[src/rtl/rvfi_fetch_pkg.sv]
// Shared types and helpers for the formal-harness instruction-fetch responder.
// One FIFO entry holds a fully composed response plus its remaining latency.
package rvfi_fetch_pkg;

  localparam int HW_BYTES = 2;
  localparam int ADDR_MAX = 64;

  typedef struct packed {
    logic [15:0] hw0;
    logic [15:0] hw1;
    logic        err;
    logic [3:0]  age;
  } fetch_entry_t;

  // True when halfword k of the word at base lands on imem_addr; addr_mask
  // truncates the sum to the harness XLEN so the top of memory wraps to zero.
  function automatic logic hw_match(input logic [ADDR_MAX-1:0] base,
                                    input logic                k,
                                    input logic [ADDR_MAX-1:0] imem_addr,
                                    input logic [ADDR_MAX-1:0] addr_mask);
    logic [ADDR_MAX-1:0] hw_addr;
    hw_addr = (base + (k ? ADDR_MAX'(HW_BYTES) : '0)) & addr_mask;
    return hw_addr == (imem_addr & addr_mask);
  endfunction

endpackage

[src/rtl/rvfi_imem_fetch_responder_if.sv]
// Fetch request/response handshake between the core wrapper (master) and the
// instruction-memory responder (slave).
interface rvfi_imem_fetch_responder_if #(
  parameter int XLEN = 32
) ();

  logic            fetch_req_valid;
  logic            fetch_req_ready;
  logic [XLEN-1:0] fetch_req_addr;
  logic            fetch_rsp_valid;
  logic            fetch_rsp_ready;
  logic [31:0]     fetch_rsp_data;
  logic            fetch_rsp_error;

  modport master (
    output fetch_req_valid, fetch_req_addr, fetch_rsp_ready,
    input  fetch_req_ready, fetch_rsp_valid, fetch_rsp_data, fetch_rsp_error
  );

  modport slave (
    input  fetch_req_valid, fetch_req_addr, fetch_rsp_ready,
    output fetch_req_ready, fetch_rsp_valid, fetch_rsp_data, fetch_rsp_error
  );

endinterface

[src/rtl/rvfi_imem_fetch_fifo.sv]
// Circular buffer of composed fetch responses. Every entry's age counts down
// each cycle regardless of position, so a queued entry may become ready early.
module rvfi_imem_fetch_fifo
  import rvfi_fetch_pkg::*;
#(
  parameter int DEPTH = 4
) (
  input  logic                     clock,
  input  logic                     reset,
  input  logic                     push,
  input  fetch_entry_t             entry_in,
  input  logic                     pop,
  output fetch_entry_t             head,
  output logic                     empty,
  output logic [$clog2(DEPTH):0]   count
);

  localparam int PTR_W = (DEPTH > 1) ? $clog2(DEPTH) : 1;

  fetch_entry_t     mem [DEPTH];
  logic [PTR_W-1:0] wr_ptr;
  logic [PTR_W-1:0] rd_ptr;

  function automatic logic [PTR_W-1:0] ptr_inc(input logic [PTR_W-1:0] p);
    return (p == PTR_W'(DEPTH - 1)) ? '0 : p + 1'b1;
  endfunction

  always_ff @(posedge clock) begin
    if (reset) begin
      wr_ptr <= '0;
      rd_ptr <= '0;
      count  <= '0;
    end else begin
      if (push) wr_ptr <= ptr_inc(wr_ptr);
      if (pop)  rd_ptr <= ptr_inc(rd_ptr);
      case ({push, pop})
        2'b10:   count <= count + 1'b1;
        2'b01:   count <= count - 1'b1;
        default: count <= count;
      endcase
    end
  end

  // Payload storage is never reset: a cleared count makes stale slots invisible.
  always_ff @(posedge clock) begin
    for (int i = 0; i < DEPTH; i++) begin
      if (push && (wr_ptr == PTR_W'(i))) begin
        mem[i] <= entry_in;
      end else if (mem[i].age != 4'd0) begin
        mem[i].age <= mem[i].age - 4'd1;
      end
    end
  end

  assign head  = mem[rd_ptr];
  assign empty = (count == '0);

endmodule

[src/rtl/rvfi_imem_fetch_responder.sv]
// Instruction-fetch responder for the formal top: returns imem_data for the
// constrained halfword and free_data elsewhere, in order, with bounded latency.
module rvfi_imem_fetch_responder
  import rvfi_fetch_pkg::*;
#(
  parameter int XLEN    = 32,
  parameter int DEPTH   = 4,
  parameter int LATENCY = 2
) (
  input  logic                     clock,
  input  logic                     reset,
  input  logic                     enable,
  input  logic [XLEN-1:0]          imem_addr,
  input  logic [15:0]              imem_data,
  input  logic [31:0]              free_data,
  output logic [$clog2(DEPTH):0]   outstanding,
  rvfi_imem_fetch_responder_if.slave fetch
);

  localparam int                  CNT_W     = $clog2(DEPTH) + 1;
  localparam logic [ADDR_MAX-1:0] ADDR_MASK = ADDR_MAX'({XLEN{1'b1}});

  logic [XLEN-1:0] base;
  fetch_entry_t    entry_in;
  fetch_entry_t    head;
  logic            push;
  logic            pop;
  logic            empty;
  logic [CNT_W-1:0] count;

  // Request side: the response is composed at accept time so later free_data
  // changes cannot disturb it.
  always_comb begin
    base         = {fetch.fetch_req_addr[XLEN-1:1], 1'b0};
    entry_in     = '0;
    entry_in.err = fetch.fetch_req_addr[0];
    entry_in.age = 4'(LATENCY);
    if (!entry_in.err) begin
      entry_in.hw0 = hw_match(ADDR_MAX'(base), 1'b0, ADDR_MAX'(imem_addr), ADDR_MASK)
                     ? imem_data : free_data[15:0];
      entry_in.hw1 = hw_match(ADDR_MAX'(base), 1'b1, ADDR_MAX'(imem_addr), ADDR_MASK)
                     ? imem_data : free_data[31:16];
    end
  end

  // Full means not ready, even when the head pops this same cycle.
  assign fetch.fetch_req_ready = enable && !reset && (count < CNT_W'(DEPTH));
  assign push                  = fetch.fetch_req_valid && fetch.fetch_req_ready;

  rvfi_imem_fetch_fifo #(
    .DEPTH (DEPTH)
  ) u_fifo (
    .clock    (clock),
    .reset    (reset),
    .push     (push),
    .entry_in (entry_in),
    .pop      (pop),
    .head     (head),
    .empty    (empty),
    .count    (count)
  );

  // Response side: data and error are forced to zero whenever nothing is offered.
  assign fetch.fetch_rsp_valid = !empty && (head.age == 4'd0);
  assign pop                   = fetch.fetch_rsp_valid && fetch.fetch_rsp_ready;
  assign fetch.fetch_rsp_data  = fetch.fetch_rsp_valid ? {head.hw1, head.hw0} : 32'd0;
  assign fetch.fetch_rsp_error = fetch.fetch_rsp_valid && head.err;
  assign outstanding           = count;

`ifdef RISCV_FORMAL
  logic        stall_p1;
  logic [31:0] data_p1;
  logic        err_p1;

  always_ff @(posedge clock) begin
    stall_p1 <= !reset && fetch.fetch_rsp_valid && !fetch.fetch_rsp_ready;
    data_p1  <= fetch.fetch_rsp_data;
    err_p1   <= fetch.fetch_rsp_error;
  end

  always_comb begin
    if (!reset) begin
      assert (count <= CNT_W'(DEPTH));
      assert (!(pop && empty));
      if (stall_p1) begin
        assert (fetch.fetch_rsp_valid);
        assert (fetch.fetch_rsp_data == data_p1);
        assert (fetch.fetch_rsp_error == err_p1);
      end
      if (push && !entry_in.err) begin
        if (hw_match(ADDR_MAX'(base), 1'b0, ADDR_MAX'(imem_addr), ADDR_MASK))
          assert (entry_in.hw0 == imem_data);
        if (hw_match(ADDR_MAX'(base), 1'b1, ADDR_MAX'(imem_addr), ADDR_MASK))
          assert (entry_in.hw1 == imem_data);
      end
    end
  end
`endif

endmodule

[src/flat_wrapper.sv]
// flat-port wrapper written by rule: the top's interface ports become plain ports
module rvfi_imem_fetch_responder_flat import rvfi_fetch_pkg::*;
#(
  parameter int XLEN    = 32,
  parameter int DEPTH   = 4,
  parameter int LATENCY = 2
)
  (clock, reset, enable, imem_addr, imem_data, free_data, outstanding, fetch_fetch_req_valid, fetch_fetch_req_addr, fetch_fetch_rsp_ready, fetch_fetch_req_ready, fetch_fetch_rsp_valid, fetch_fetch_rsp_data, fetch_fetch_rsp_error);
  rvfi_imem_fetch_responder_if #(.XLEN(XLEN)) fetch_i ();
  input  logic clock;
  input  logic reset;
  input  logic enable;
  input  logic [XLEN-1:0] imem_addr;
  input  logic [15:0] imem_data;
  input  logic [31:0] free_data;
  output logic [$clog2(DEPTH):0] outstanding;
  input wire logic [$bits(fetch_i.fetch_req_valid)-1:0] fetch_fetch_req_valid;
  input wire logic [$bits(fetch_i.fetch_req_addr)-1:0] fetch_fetch_req_addr;
  input wire logic [$bits(fetch_i.fetch_rsp_ready)-1:0] fetch_fetch_rsp_ready;
  output wire logic [$bits(fetch_i.fetch_req_ready)-1:0] fetch_fetch_req_ready;
  output wire logic [$bits(fetch_i.fetch_rsp_valid)-1:0] fetch_fetch_rsp_valid;
  output wire logic [$bits(fetch_i.fetch_rsp_data)-1:0] fetch_fetch_rsp_data;
  output wire logic [$bits(fetch_i.fetch_rsp_error)-1:0] fetch_fetch_rsp_error;
  assign fetch_i.fetch_req_valid = fetch_fetch_req_valid;
  assign fetch_i.fetch_req_addr = fetch_fetch_req_addr;
  assign fetch_i.fetch_rsp_ready = fetch_fetch_rsp_ready;
  assign fetch_fetch_req_ready = fetch_i.fetch_req_ready;
  assign fetch_fetch_rsp_valid = fetch_i.fetch_rsp_valid;
  assign fetch_fetch_rsp_data = fetch_i.fetch_rsp_data;
  assign fetch_fetch_rsp_error = fetch_i.fetch_rsp_error;
  rvfi_imem_fetch_responder #(.XLEN(XLEN), .DEPTH(DEPTH), .LATENCY(LATENCY)) u_core (.clock(clock), .reset(reset), .enable(enable), .imem_addr(imem_addr), .imem_data(imem_data), .free_data(free_data), .outstanding(outstanding), .fetch(fetch_i));
endmodule
[config.mk]
export PLATFORM = sky130hd
export DESIGN_NAME = rvfi_imem_fetch_responder_flat
export DESIGN_NICKNAME = d
export VERILOG_FILES = /design/src/rtl/rvfi_fetch_pkg.sv /design/src/rtl/rvfi_imem_fetch_responder_if.sv /design/src/rtl/rvfi_imem_fetch_fifo.sv /design/src/rtl/rvfi_imem_fetch_responder.sv /design/src/flat_wrapper.sv
export SDC_FILE = /design/constraint.sdc
export NUM_CORES = 1
export LEC_CHECK = 0
export CORE_ASPECT_RATIO = 0.75
export CORE_UTILIZATION = 55
export CTS_CLUSTER_DIAMETER = 100
export CTS_CLUSTER_SIZE = 24
export DETAILED_ROUTE_END_ITERATION = 7
export DONT_BUFFER_PORTS = 1
export MAX_ROUTING_LAYER = met4
export PLACE_DENSITY = 0.72
export SYNTH_ARGS = -nofsm -noshare
export SYNTH_HDL_FRONTEND = slang
export SYNTH_SLANG_ARGS = --single-unit
export TNS_END_PERCENT = 50
[constraint.sdc]
create_clock -name clock -period 5.26 [get_ports clock]
set_input_delay 1.315 -clock clock [delete_from_list [all_inputs] [get_ports clock]]
set_output_delay 1.315 -clock clock [all_outputs]
set_load 0.1 [all_outputs]
Word level (Yosys, flattened, before mapping)
Memories as Yosys holds them, arrays and structs flattened. A register that Yosys moved wholly into a read port is not among the register bits.
Cells that the tools add are included.
{"block": "totals", "reg_bits": 7, "ramBits": 148, "input_bits": 117, "out_inout_bits": 38, "wordCells": 79, "memories": 1}
{"block": "classes", "n_addsub": 9, "n_lt_le_gt_ge": 1, "eq_ne": 8, "mux": 33, "bitwise_logic": 4, "reduce_logical": 20}
{"name": "u_core.u_fifo.mem", "depth": 4, "width": 37, "read_ports": 5, "rd_ports_with_merged_regs": 1, "write_ports": 4, "line": "rvfi_imem_fetch_fifo.sv:20", "rtl": "fetch_entry_t mem [DEPTH];"}
{"op": "$eq 32x32->1", "count": 2}
{"op": "$mux 32", "count": 2}
{"op": "$add 32x2->32 const B", "count": 1}
{"op": "$mux 16", "count": 2}
{"op": "$mux 1", "count": 20}
{"op": "$mux 4", "count": 4}
{"op": "$reduce_bool 4->1", "count": 4}
{"op": "$sub 4x1->4 const B", "count": 4}
{"op": "$logic_and 1x1->1", "count": 10}
{"op": "$eq 2x2->1 const B", "count": 4}
{"op": "$mux 2", "count": 4}
{"op": "$pmux 3 s2", "count": 1}
{"op": "$add 2x1->2 const B", "count": 2}
{"op": "$eq 2x1->1 const B", "count": 2}
{"op": "$logic_not 4->1", "count": 1}
{"op": "$or 1x1->1", "count": 4}
{"op": "$add 3x1->3 const B", "count": 1}
{"op": "$logic_not 3->1", "count": 1}
{"op": "$lt 3x3->1 const B", "count": 1}
{"op": "$sub 3x1->3 const B", "count": 1}
{"op": "$logic_not 1->1", "count": 2}
{"op": "$logic_not 2->1", "count": 1}
{"op": "$reduce_bool 2->1", "count": 1}

Depth between registers and ports, before layout
Gate-level depths: netlist (run 1).
{"block": "logic_depth", "ltp_word": 8, "mapped_depth": 12, "ltp_nobuf": 11}

Cells and area by module
A second synthesis (run 1) with hierarchy kept.
{"block": "unflattened", "cells_unflattened": 649, "area_unflattened_um2": 8619.5}
{"mod": "rvfi_imem_fetch_fifo", "n_inst": 1, "cells_each": 304, "area_each_um2": 6291.0}
{"mod": "rvfi_imem_fetch_responder", "n_inst": 1, "cells_each": 345, "area_each_um2": 2328.5}

Worst setup path after synthesis (run 1)
Ideal clock, no wire load.
{"block": "synth_timing", "path_type": "in2reg", "from": "in reset", "to": "mem u_core.u_fifo.mem[1][3] (netlist name), data pin", "arrival_time_ps": 5381, "required_time_ps": 5006, "setup_slack_ps": -375, "path_stages": 9, "path_cell_list": "clkbuf_1 > nor3b_1 > and2_1 > clkbuf_1 > nand2_1 > inv_1 > or2_2 > inv_1 > o21a_1"}
{"element": "start: declaration", "line": "flat_wrapper.sv:11", "rtl": "input logic reset;"}
{"element": "end: declaration", "line": "rvfi_imem_fetch_fifo.sv:20"}

==> run_results.csv, run 1 <==
group,metric,value,unit
outcome,status,"completed",
timing,finalCritPeriodShare,85.6,%
hold_path,hp-start,"u_core.u_fifo.wr_ptr[1]",
cts,ctsResizeCount,0,
cts,cts.sinks,157,
placement,place_congestion,0.884,
placement,hpwl,13400,um
power,p_seq_share,48.8,%
finish,syn_to_final_growth,13.2,%
timing,rsz0062_at_grt,"false",
floorplan,core_area,14500,sq um
finish,n_antenna_cell,0,
timing,hold_viol,0,
grt,overflow,0,
floorplan,die_y,108,um
synthesis,synth_seq_area_share,56.3,%
synthesis,netlist.area_leader.share,54.1,%
power,power.density,342,nW/um^2
synthesis,synth.net_count,747,
timing,fmax,222,MHz
timing,slew_headroom,33.3,%
routing,first_pass_iters,5,
timing,skew,12.9,ps
floorplan,row_count,38,
setup_path,worstPathRequired,3940,ps
grt,grt_pass1_wl,29000,um
setup_path,crit_top_cell,"buf_4",
floorplan,dieArea,15400,sq um
timing,layout_min_cycle_time,4510,ps
finish,drive_gt1_share,19.0,%
power,internal_power,2.30,mW
power,vdd_drop_max,0.240,mV
routing,drc,0,
setup_path,slowest_stage,"dfxtp_2",
timing,setup_viol,0,
placement,placed_area,8740,sq um
cts,clk_latency,430,ps
synthesis,ys.flop_type,"edfxtp_1",
power,p_sw_share,27.7,%
timing,drv_slew,0,
setup_path,max_stage_delay,970,ps
setup_path,worstPathCellList,"a221oi_1 > a211oi_4 > buf_4 > and2_1 > buf_4",
floorplan,ios,155,
synthesis,ys_ff_latch,157,
routing,drt-total-wl,18800,um
cts,clock_path_buffers,2,
grt,grt_max_degree,53,
setup_path,crit_arrival,3190,ps
routing,drt_iter0_drc,476,
synthesis,ys_types,59,
synthesis,synth_edf_count,148,
synthesis,syn_inst,615,
routing,m1WireLength,8700,um
cts,postCtsSetupBuffers,0,
setup_path,cp-end-kind,"output pin",
flow_run,maxCapViolCount,0,
setup_path,critPathMaxFanout,35,
routing,detail-route-antenna-nets,0,
power,p_switching,0.882,mW
routing,wl_met2,8910,um
power,p_comb_share,15.0,%
cts,tritoncts,"built",
cts,cts_made_buffers,17,
cts,cts_max_level,4,
floorplan,start_util,56.6,%
floorplan,dieWidth,143,um
synthesis,synthArstFlopShare,0,%
timing,worstMarginPinSlew,1010,ps
routing,drt-wirelength-per-cell,21.6,um
power,pwr-share-clk,36.2,%
setup_path,criticalPathCategory,"reg -> out",
routing,wl_met3,1010,um
hold_path,min_path_type,"reg -> reg",
finish,nNetsFinal,787,
synthesis,syn_avg_cell_area,13.4,sq um
synthesis,netlist_top_cells_area,"edfxtp_1, mux4_2, mux2i_1",
routing,highest_layer,"met4",
routing,vias_per_cell,6.03,
synthesis,yosys.area.top_type,"edfxtp_1",
finish,fin_area,9290,sq um
cts,cts_hold_buffers,0,
setup_path,start_kind,"flop",
cts,clkSlewWorstSetupHoldPaths,70,ps
cts,clockRootBuffer,"clkbuf_16",
grt,antenna_found_initial,0,
grt,track_usage,26.7,%
timing,finalSetupTns,0,ps
placement,io_buffers,0,
routing,num_vias,5233,
synthesis,syn-cell-area,8210,sq um
grt,grt_pass1_vias,5307,
power,total_power,3.18,mW
power,p_leak,3.19,nW
synthesis,yosysWarnings,0,
==> power groups by stage <==
stage | combinational, mW | clock [mW] | sequential [mW]
after floorplan | 0.372 | 0 | 1.57
after CTS | 0.479 | 1.17 | 1.55
after detailed placement | 0.477 | 0 | 1.58
after global placement | 0.447 | 0 | 1.57
after global routing | 0.539 | 1.22 | 1.56
final | 0.477 | 1.15 | 1.55
==> layer usage <==
| layer | track usage, % | vias to the layer above |
|---|---|---|
| li1 | - | 2408 |
| met1 | 37.1 | 2616 |
| met2 | 39.8 | 195 |
| met3 | 5.83 | 14 |
| met4 | 7.53 | 0 |
| met5 | - | - |
==> cells by family (layout without fill, tap and decap cells) <==
| family | after synthesis | in the layout | share of synthesized area (%) |
|---|---|---|---|
| flops | 157 | 157 | 56.3 |
| simple gates | 234 | 234 | 16.6 |
| buf+inv | 50 | 103 | 2.42 |
| compound gates | 45 | 45 | 4.07 |
| fa+ha+maj | 15 | 15 | 2.38 |
| xor+xnor | 45 | 45 | 4.80 |
| mux | 69 | 69 | 13.5 |
==> per-stage QoR <==
stage / setup WS, ps / hold slack (ps) / instances / util (%)
2_1_floorplan: 483 / 469 / 615 / -
3_5_place_dp: 1080 / 497 / 836 / 60.3
3_3_place_gp: 1150 / 476 / 836 / 60.3
4_1_cts: 702 / 511 / 868 / 64.1
6_report: 755 / 503 / 868 / 64.1
5_1_grt: 586 / 539 / 868 / 64.1
==> final timing paths <==
kind | to | slack, ps | cells after the start
worst max-delay path | fetch_fetch_rsp_data[23] | 750 | 5
worst min-delay path | u_core.u_fifo.wr_ptr[1] | 500 | 2
worst min register to register | u_core.u_fifo.wr_ptr[1] | 500 | 2
worst max register to register | u_core.u_fifo.count[2] | 1680 | 10
==> cells in the final DEF (no fill, tap or decap), types with 3 or more instances in the layout <==
cell	n
mux4_2	33
inv_6	5
nor3b_1	3
o21ai_0	8
dfxtp_1	7
edfxtp_1	148
and4_1	4
xnor2_1	16
nand2b_1	35
nand3_1	16
nor4b_1	6
xor2_1	29
a21oi_1	9
mux2i_1	35
inv_4	3
inv_1	25
or4_1	5
ha_1	14
nand4_1	9
nor2_1	44
or3_1	5
o211ai_1	3
nor4_1	8
inv_8	3
nor3_1	12
buf_4	46
clkbuf_16	17
nand2_1	28
and2_1	38
or2_2	3
==> critical path: cells and delay by family, from the launching register on <==
family / cells / cell delay [ps]
compound gates: 2 / 760
buf+inv: 2 / 790
flops: 1 / 970
simple gates: 1 / 220
==> sequential cells by signal, summed over array words and instances, names as in the netlist, named ones only <==
signal	flops
u_core.u_fifo.mem	148
u_core.u_fifo.wr_ptr	2
u_core.u_fifo.count	3
u_core.u_fifo.rd_ptr	2
==> cells in the mapped netlist, types with 2 or more instances <==
library cell / instances
buf_2: 3
o21a_1: 2
mux4_2: 33
xnor2_1: 16
a21oi_1: 9
nand4b_1: 2
a21boi_1: 2
nor2_1: 44
and2_1: 38
nand4_2: 2
nand2b_1: 35
mux2i_1: 35
or4_1: 5
buf_1: 3
a311oi_1: 2
a41oi_1: 2
a31oi_1: 2
inv_1: 25
clkbuf_1: 18
edfxtp_1: 148
dfxtp_1: 9
nand3_1: 16
a21o_1: 2
nor4b_1: 6
or2_2: 3
a211oi_1: 2
ha_1: 14
nor4_2: 3
nand4_1: 9
and3_1: 2
nor3_1: 12
or3_1: 5
xor2_1: 29
nand2_1: 28
nor4_1: 8
o211ai_1: 3
nor2b_1: 2
o21ai_0: 8
o31a_1: 2
nor3b_1: 4
and4_1: 4
==> area by class of cell <==
type                            instances  area, sq um
Clock buffer                           18          429
Clock inverter                         14          126
Fill cell                            1078         5210
Inverter                               25         93.8
Multi-Input combinational cell        408         3420
Sequential cell                       157         4630
Tap cell                              200          250
Timing Repair Buffer                   46          345
(Power assumes the default switching activity.)
==> run 2: changes to the inputs <==
--- a/config.mk
+++ b/config.mk
@@ -15,5 +15,6 @@
 export PLACE_DENSITY = 0.72
 export SYNTH_ARGS = -nofsm -noshare
 export SYNTH_HDL_FRONTEND = slang
+export SYNTH_HIERARCHICAL = 1
 export SYNTH_SLANG_ARGS = --single-unit
 export TNS_END_PERCENT = 50
==> run_results.csv, run 2 <==
group,metric,value,unit
outcome,status,"completed",
grt,overflow,0,
floorplan,row_count,39,
cts,postCtsSetupBuffers,0,
synthesis,ys.flop_type,"edfxtp_1",
timing,worstMarginPinSlew,893,ps
grt,grt_max_degree,37,
floorplan,ios,155,
cts,cts_hold_buffers,0,
grt,use_met3,7.07,%
cts,cts.sinks,157,
timing,hold_viol,0,
placement,place_congestion,0.969,
timing,fmax,211,MHz
synthesis,synthArstFlopShare,0,%
finish,multiInputGateArea,3780,sq um
grt,use_met2,38.3,%
placement,hpwl,14400,um
floorplan,core_area,15300,sq um
cts,cts_made_buffers,17,
floorplan,dieWidth,147,um
power,power.density,339,nW/um^2
floorplan,start_util,56.4,%
timing,finalCritPeriodShare,90.0,%
setup_path,critPathMaxFanout,35,
power,vdd_drop_max,0.265,mV
synthesis,synth_edf_count,148,
grt,top_usage_layer,"met2",
hold_path,min_path_type,"reg -> reg",
floorplan,dieArea,16200,sq um
setup_path,worstPathCellList,"mux4_2 > or4_1 > nor2_4 > and2_1 > buf_4",
routing,num_vias,5720,
power,p_switching,0.901,mW
setup_path,crit_arrival,3420,ps
cts,clockRootBuffer,"clkbuf_16",
finish,drive_gt1_share,21.4,%
synthesis,syn-cell-area,8620,sq um
finish,n_antenna_cell,0,
routing,vias_per_cell,6.28,
timing,skew,10.5,ps
setup_path,cp-end-kind,"output pin",
finish,syn_to_final_growth,12.1,%
power,p_leak,3.28,nW
finish,final_cell_mix,"edfxtp_1, buf_4, nor2_1",
finish,largest_reg_flops,148,
synthesis,ys_types,76,
synthesis,syn_inst,649,
grt,track_usage,26.7,%
synthesis,netlist_top_cells_area,"edfxtp_1, mux4_2, xor2_1",
finish,regArea,4630,sq um
cts,clock_path_buffers,2,
synthesis,synth.most_common_cell,"edfxtp_1",
flow_run,maxCapViolCount,0,
setup_path,cpLargestDelayFamily,"simple AND/OR/NAND/NOR gates",
synthesis,netlist.area_leader.share,51.6,%
setup_path,criticalPathCategory,"reg -> out",
floorplan,die_y,110,um
synthesis,netlist_top_cells_count,"edfxtp_1, nor2_1, mux4_2, xor2_1, and2_1",
routing,first_pass_iters,5,
routing,drt-total-wl,20300,um
synthesis,yosys.area.top_type,"edfxtp_1",
grt,grt_pass1_wl,31600,um
setup_path,start_kind,"flop",
power,p_seq_share,48.0,%
timing,setup_viol,0,
setup_path,path_buf_inv,1,
power,p_comb_share,16.7,%
timing,whs,536,ps
grt,met1_usage,38.2,%
cts,ctsResizeCount,0,
cts,clkSlewWorstSetupHoldPaths,70,ps
routing,detail-route-antenna-nets,0,
grt,grt_pass1_vias,5719,
power,internal_power,2.37,mW
routing,drt_iter0_drc,487,
timing,rsz0062_at_grt,"false",
power,total_power,3.27,mW
placement,io_buffers,0,
routing,drc,0,
grt,antenna_found_initial,0,
timing,finalSetupTns,0,ps
routing,drt-wirelength-per-cell,22.3,um
setup_path,worstPathRequired,3940,ps
cts,clk_latency,430,ps
timing,drv_slew,0,
finish,mostFrequentLayoutCell,"edfxtp_1",
synthesis,ys_ff_latch,157,
synthesis,yosysWarnings,6,
finish,nNetsFinal,824,
hold_path,hp-start,"u_core/u_fifo/rd_ptr[1]",
synthesis,syn_avg_cell_area,13.3,sq um
power,pwr-share-clk,35.3,%
finish,n_fill_cell,1128,
cts,cts_max_level,4,
power,p_sw_share,27.5,%
setup_path,slowest_stage,"dfxtp_2",
finish,regMostFlops,"u_core/u_fifo/mem",
synthesis,synth_seq_area_share,53.7,%
timing,slew_headroom,40.4,%
timing,layout_min_cycle_time,4740,ps
setup_path,max_stage_delay,690,ps
finish,reg_top3,"u_core/u_fifo/mem x148, u_core/u_fifo/count x3",
cts,tritoncts,"built",
==> run 2: cell types whose count changed after synthesis, moves of 5 or more <==
cell,delta
nand2b_1,-29
a21oi_1,+19
nand3_1,+12
o21ai_0,+12
clkbuf_1,-9
buf_2,+8
mux2i_1,-7
xor2_1,+7
nand2_1,-6
buf_6,+5
inv_1,-5
mux2_4,+5
==> run 2: area by class of cell <==
cell class | instances | area share [%]
clock buffers | 17 | 4.40
clock inverters | 15 | 1.45
inverters | 21 | 0.816
multi-input cells | 451 | 39.1
flip-flops and latches | 157 | 47.9
well taps | 205 | 2.65
repair buffers | 45 | 3.68
==> run 2: worst min-delay path, delay by kind of cell (launching register included) <==
kind,cells,cell delay [ps]
mux,1,120
flops,1,320
simple gates,1,60
==> run 2: final timing paths <==
| check | endpoint | slack (ps) | cells after the start |
|---|---|---|---|
| worst max register to register | u_core/u_fifo/count[2] | 1180 | 10 |
| worst max-delay path | fetch_fetch_rsp_data[5] | 520 | 5 |
| worst min register to register | flop | 540 | 2 |
| worst min-delay path | flop | 540 | 2 |
==> run 2: power groups by stage <==
stage	sequential [mW]	clock [mW]	combinational [mW]
after detailed placement	1.60	0	0.539
after CTS	1.57	1.18	0.545
after global routing	1.58	1.23	0.595
after floorplan	1.57	0	0.448
final	1.57	1.16	0.547
after global placement	1.59	0	0.509
==> run 2: kinds of logic after synthesis <==
logic type	after synthesis	share of synthesized area [%]
compound gates	86	7.04
simple gates	223	15.4
flops	157	53.7
xor+xnor	48	4.88
buf+inv	49	3.02
other cells	2	0.0871
fa+ha+maj	14	2.12
mux	70	13.8
==> run 2: routing by layer <==
| layer | up-vias | wire length (um) | share of wire (%) |
|---|---|---|---|
| met5 | - | 0 | 0 |
| met4 | 0 | 215 | 1.1 |
| met3 | 16 | 1790 | 8.8 |
| met2 | 305 | 9210 | 45 |
| met1 | 2819 | 9070 | 45 |
| li1 | 2580 | - | - |
==> run 2: metrics by stage <==
step / instances / worst slack [ps] / utilization (%) / area (sq um)
floorplan: 657 / 47.2 / - / 8650
global placement: 879 / 775 / 59.6 / 9100
detailed placement: 879 / 764 / 59.6 / 9100
CTS: 911 / 452 / 63.3 / 9670
global route: 911 / 309 / 63.3 / 9670
finish: 911 / 524 / 63.3 / 9670
==> run 3: changes to the inputs <==
--- a/config.mk
+++ b/config.mk
@@ -7,6 +7,7 @@
 export LEC_CHECK = 0
 export CORE_ASPECT_RATIO = 0.75
 export CORE_UTILIZATION = 55
+export CTS_BUF_LIST = sky130_fd_sc_hd__clkbuf_8
 export CTS_CLUSTER_DIAMETER = 100
 export CTS_CLUSTER_SIZE = 24
 export DETAILED_ROUTE_END_ITERATION = 7
==> constraint.sdc (replaced) <==
create_clock -name clock -period 4.7 [get_ports clock]
set_input_delay 1.175 -clock clock [delete_from_list [all_inputs] [get_ports clock]]
set_output_delay 1.175 -clock clock [all_outputs]
set_load 0.1 [all_outputs]
==> run_results.csv, run 3 (synthesis gave the netlist of run 2 again) <==
group,metric,value,unit
outcome,status,"completed",
timing,hold_viol,0,
finish,reg_top3,"u_core/u_fifo/mem x148, u_core/u_fifo/count x3",
cts,cts_max_level,4,
finish,mostFrequentLayoutCell,"edfxtp_1",
floorplan,row_count,39,
cts,ctsResizeCount,0,
placement,hpwl,14700,um
setup_path,crit_arrival,3110,ps
timing,worstMarginPinSlew,725,ps
floorplan,dieArea,16200,sq um
finish,syn_to_final_growth,15.4,%
grt,antenna_found_initial,1,
routing,first_pass_iters,5,
finish,final_cell_mix,"edfxtp_1, nor2_1, mux4_2",
timing,skew,16.7,ps
cts,cts_made_buffers,17,
cts,clockRootBuffer,"clkbuf_8",
timing,whs,560,ps
routing,detail-route-antenna-nets,0,
timing,slew_headroom,51.5,%
grt,grt_max_degree,37,
grt,overflow,0,
cts,clkSlewWorstSetupHoldPaths,110,ps
cts,tritoncts,"built",
cts,clock_path_buffers,2,
timing,drv_slew,0,
placement,place_congestion,0.933,
floorplan,start_util,56.4,%
finish,drive_gt1_share,21.9,%
flow_run,maxCapViolCount,0,
grt,grt_pass1_wl,31600,um
grt,grt_pass1_vias,5783,
routing,drt-wirelength-per-cell,22.4,um
routing,drt_iter0_drc,477,
cts,postCtsSetupBuffers,0,
finish,nNetsFinal,827,
routing,num_vias,5795,
power,total_power,3.42,mW
setup_path,critPathMaxFanout,35,
floorplan,core_area,15300,sq um
timing,layout_min_cycle_time,4290,ps
timing,setup_viol,0,
setup_path,cp-end-kind,"output pin",
grt,track_usage,26.8,%
setup_path,worstPathRequired,3520,ps
hold_path,min_path_type,"reg -> reg",
timing,rsz0062_at_grt,"false",
cts,clk_latency,460,ps
setup_path,start_kind,"flop",
timing,fmax,233,MHz
finish,regMostFlops,"u_core/u_fifo/mem",
timing,finalCritPeriodShare,91.3,%
finish,n_fill_cell,1099,
floorplan,ios,155,
routing,drc,0,
placement,io_buffers,0,
cts,cts_hold_buffers,0,
routing,vias_per_cell,6.33,
power,p_leak,3.32,nW
setup_path,criticalPathCategory,"reg -> out",
power,power.density,344,nW/um^2
cts,cts.sinks,157,
finish,largest_reg_flops,148,
floorplan,die_y,110,um
floorplan,dieWidth,147,um
routing,drt-total-wl,20500,um
power,vdd_drop_max,0.215,mV
==> run 3: cell types whose count changed in the layout (fill, tap and decap cells not counted), moves of 2 or more <==
cell | previous run | this run
clkbuf_8 | 0 | 17
clkinv_8 | 1 | 4
clkinv_4 | 2 | 4
clkinv_1 | 2 | 0
inv_6 | 7 | 2
buf_4 | 44 | 16
buf_12 | 0 | 32
clkbuf_16 | 18 | 0
==> run 3: metrics by stage <==
step	instance area [sq um]	worst slack (ps)	instances	utilization (%)	TNS, ps
after floorplan	8650	-59.4	657	-	-535
after global placement	9510	735	882	62.3	0
after detailed placement	9510	514	882	62.3	0
after CTS	9940	295	914	65.1	0
after global routing	9950	205	915	65.1	0
final	9950	411	915	65.1	0
==> run 3: final timing paths <==
path / startpoint / to / slack [ps] / cells past startpoint
max: flop / fetch_fetch_rsp_error / 410 / 5
min: u_core/u_fifo/rd_ptr[1] / flop / 560 / 2
max reg2reg: flop / u_core/u_fifo/count[2] / 920 / 10
min reg2reg: u_core/u_fifo/rd_ptr[1] / flop / 560 / 2
==> run 3: power by group <==
group	leakage, nW	total (mW)	switching, mW	internal [mW]
clock network	0.215	1.04	0.580	0.459
logic	1.64	0.629	0.331	0.299
registers	1.46	1.76	0.0903	1.67
total	3.32	3.42	1.00	2.42
==> run 3: critical path, cell delays in order, from the launching register on <==
cell,delay [ps]
dfxtp_2,430
mux4_2,500
or4_1,590
nor2_4,580
and2_1,250
buf_4,290
==> run 3: final cells by class <==
| class | count | area, sq um | share of cell area [%] |
|---|---|---|---|
| antenna | 1 | 2.50 | 0.0252 |
| clock buffer | 17 | 234 | 2.35 |
| sequential | 157 | 4630 | 46.5 |
| clock inverter | 15 | 198 | 1.99 |
| inverter | 21 | 78.8 | 0.793 |
| multi-input combinational | 451 | 3790 | 38.1 |
| tap | 205 | 256 | 2.58 |
| timing repair buffer | 48 | 761 | 7.65 |
==> run 3: per-layer routing <==
metal	routed length, um	track usage [%]	vias up
li1	-	-	2594
met1	8800	36.0	2901
met2	9490	39.7	274
met3	1890	7.89	26
met4	306	7.64	0
met5	0	-	-
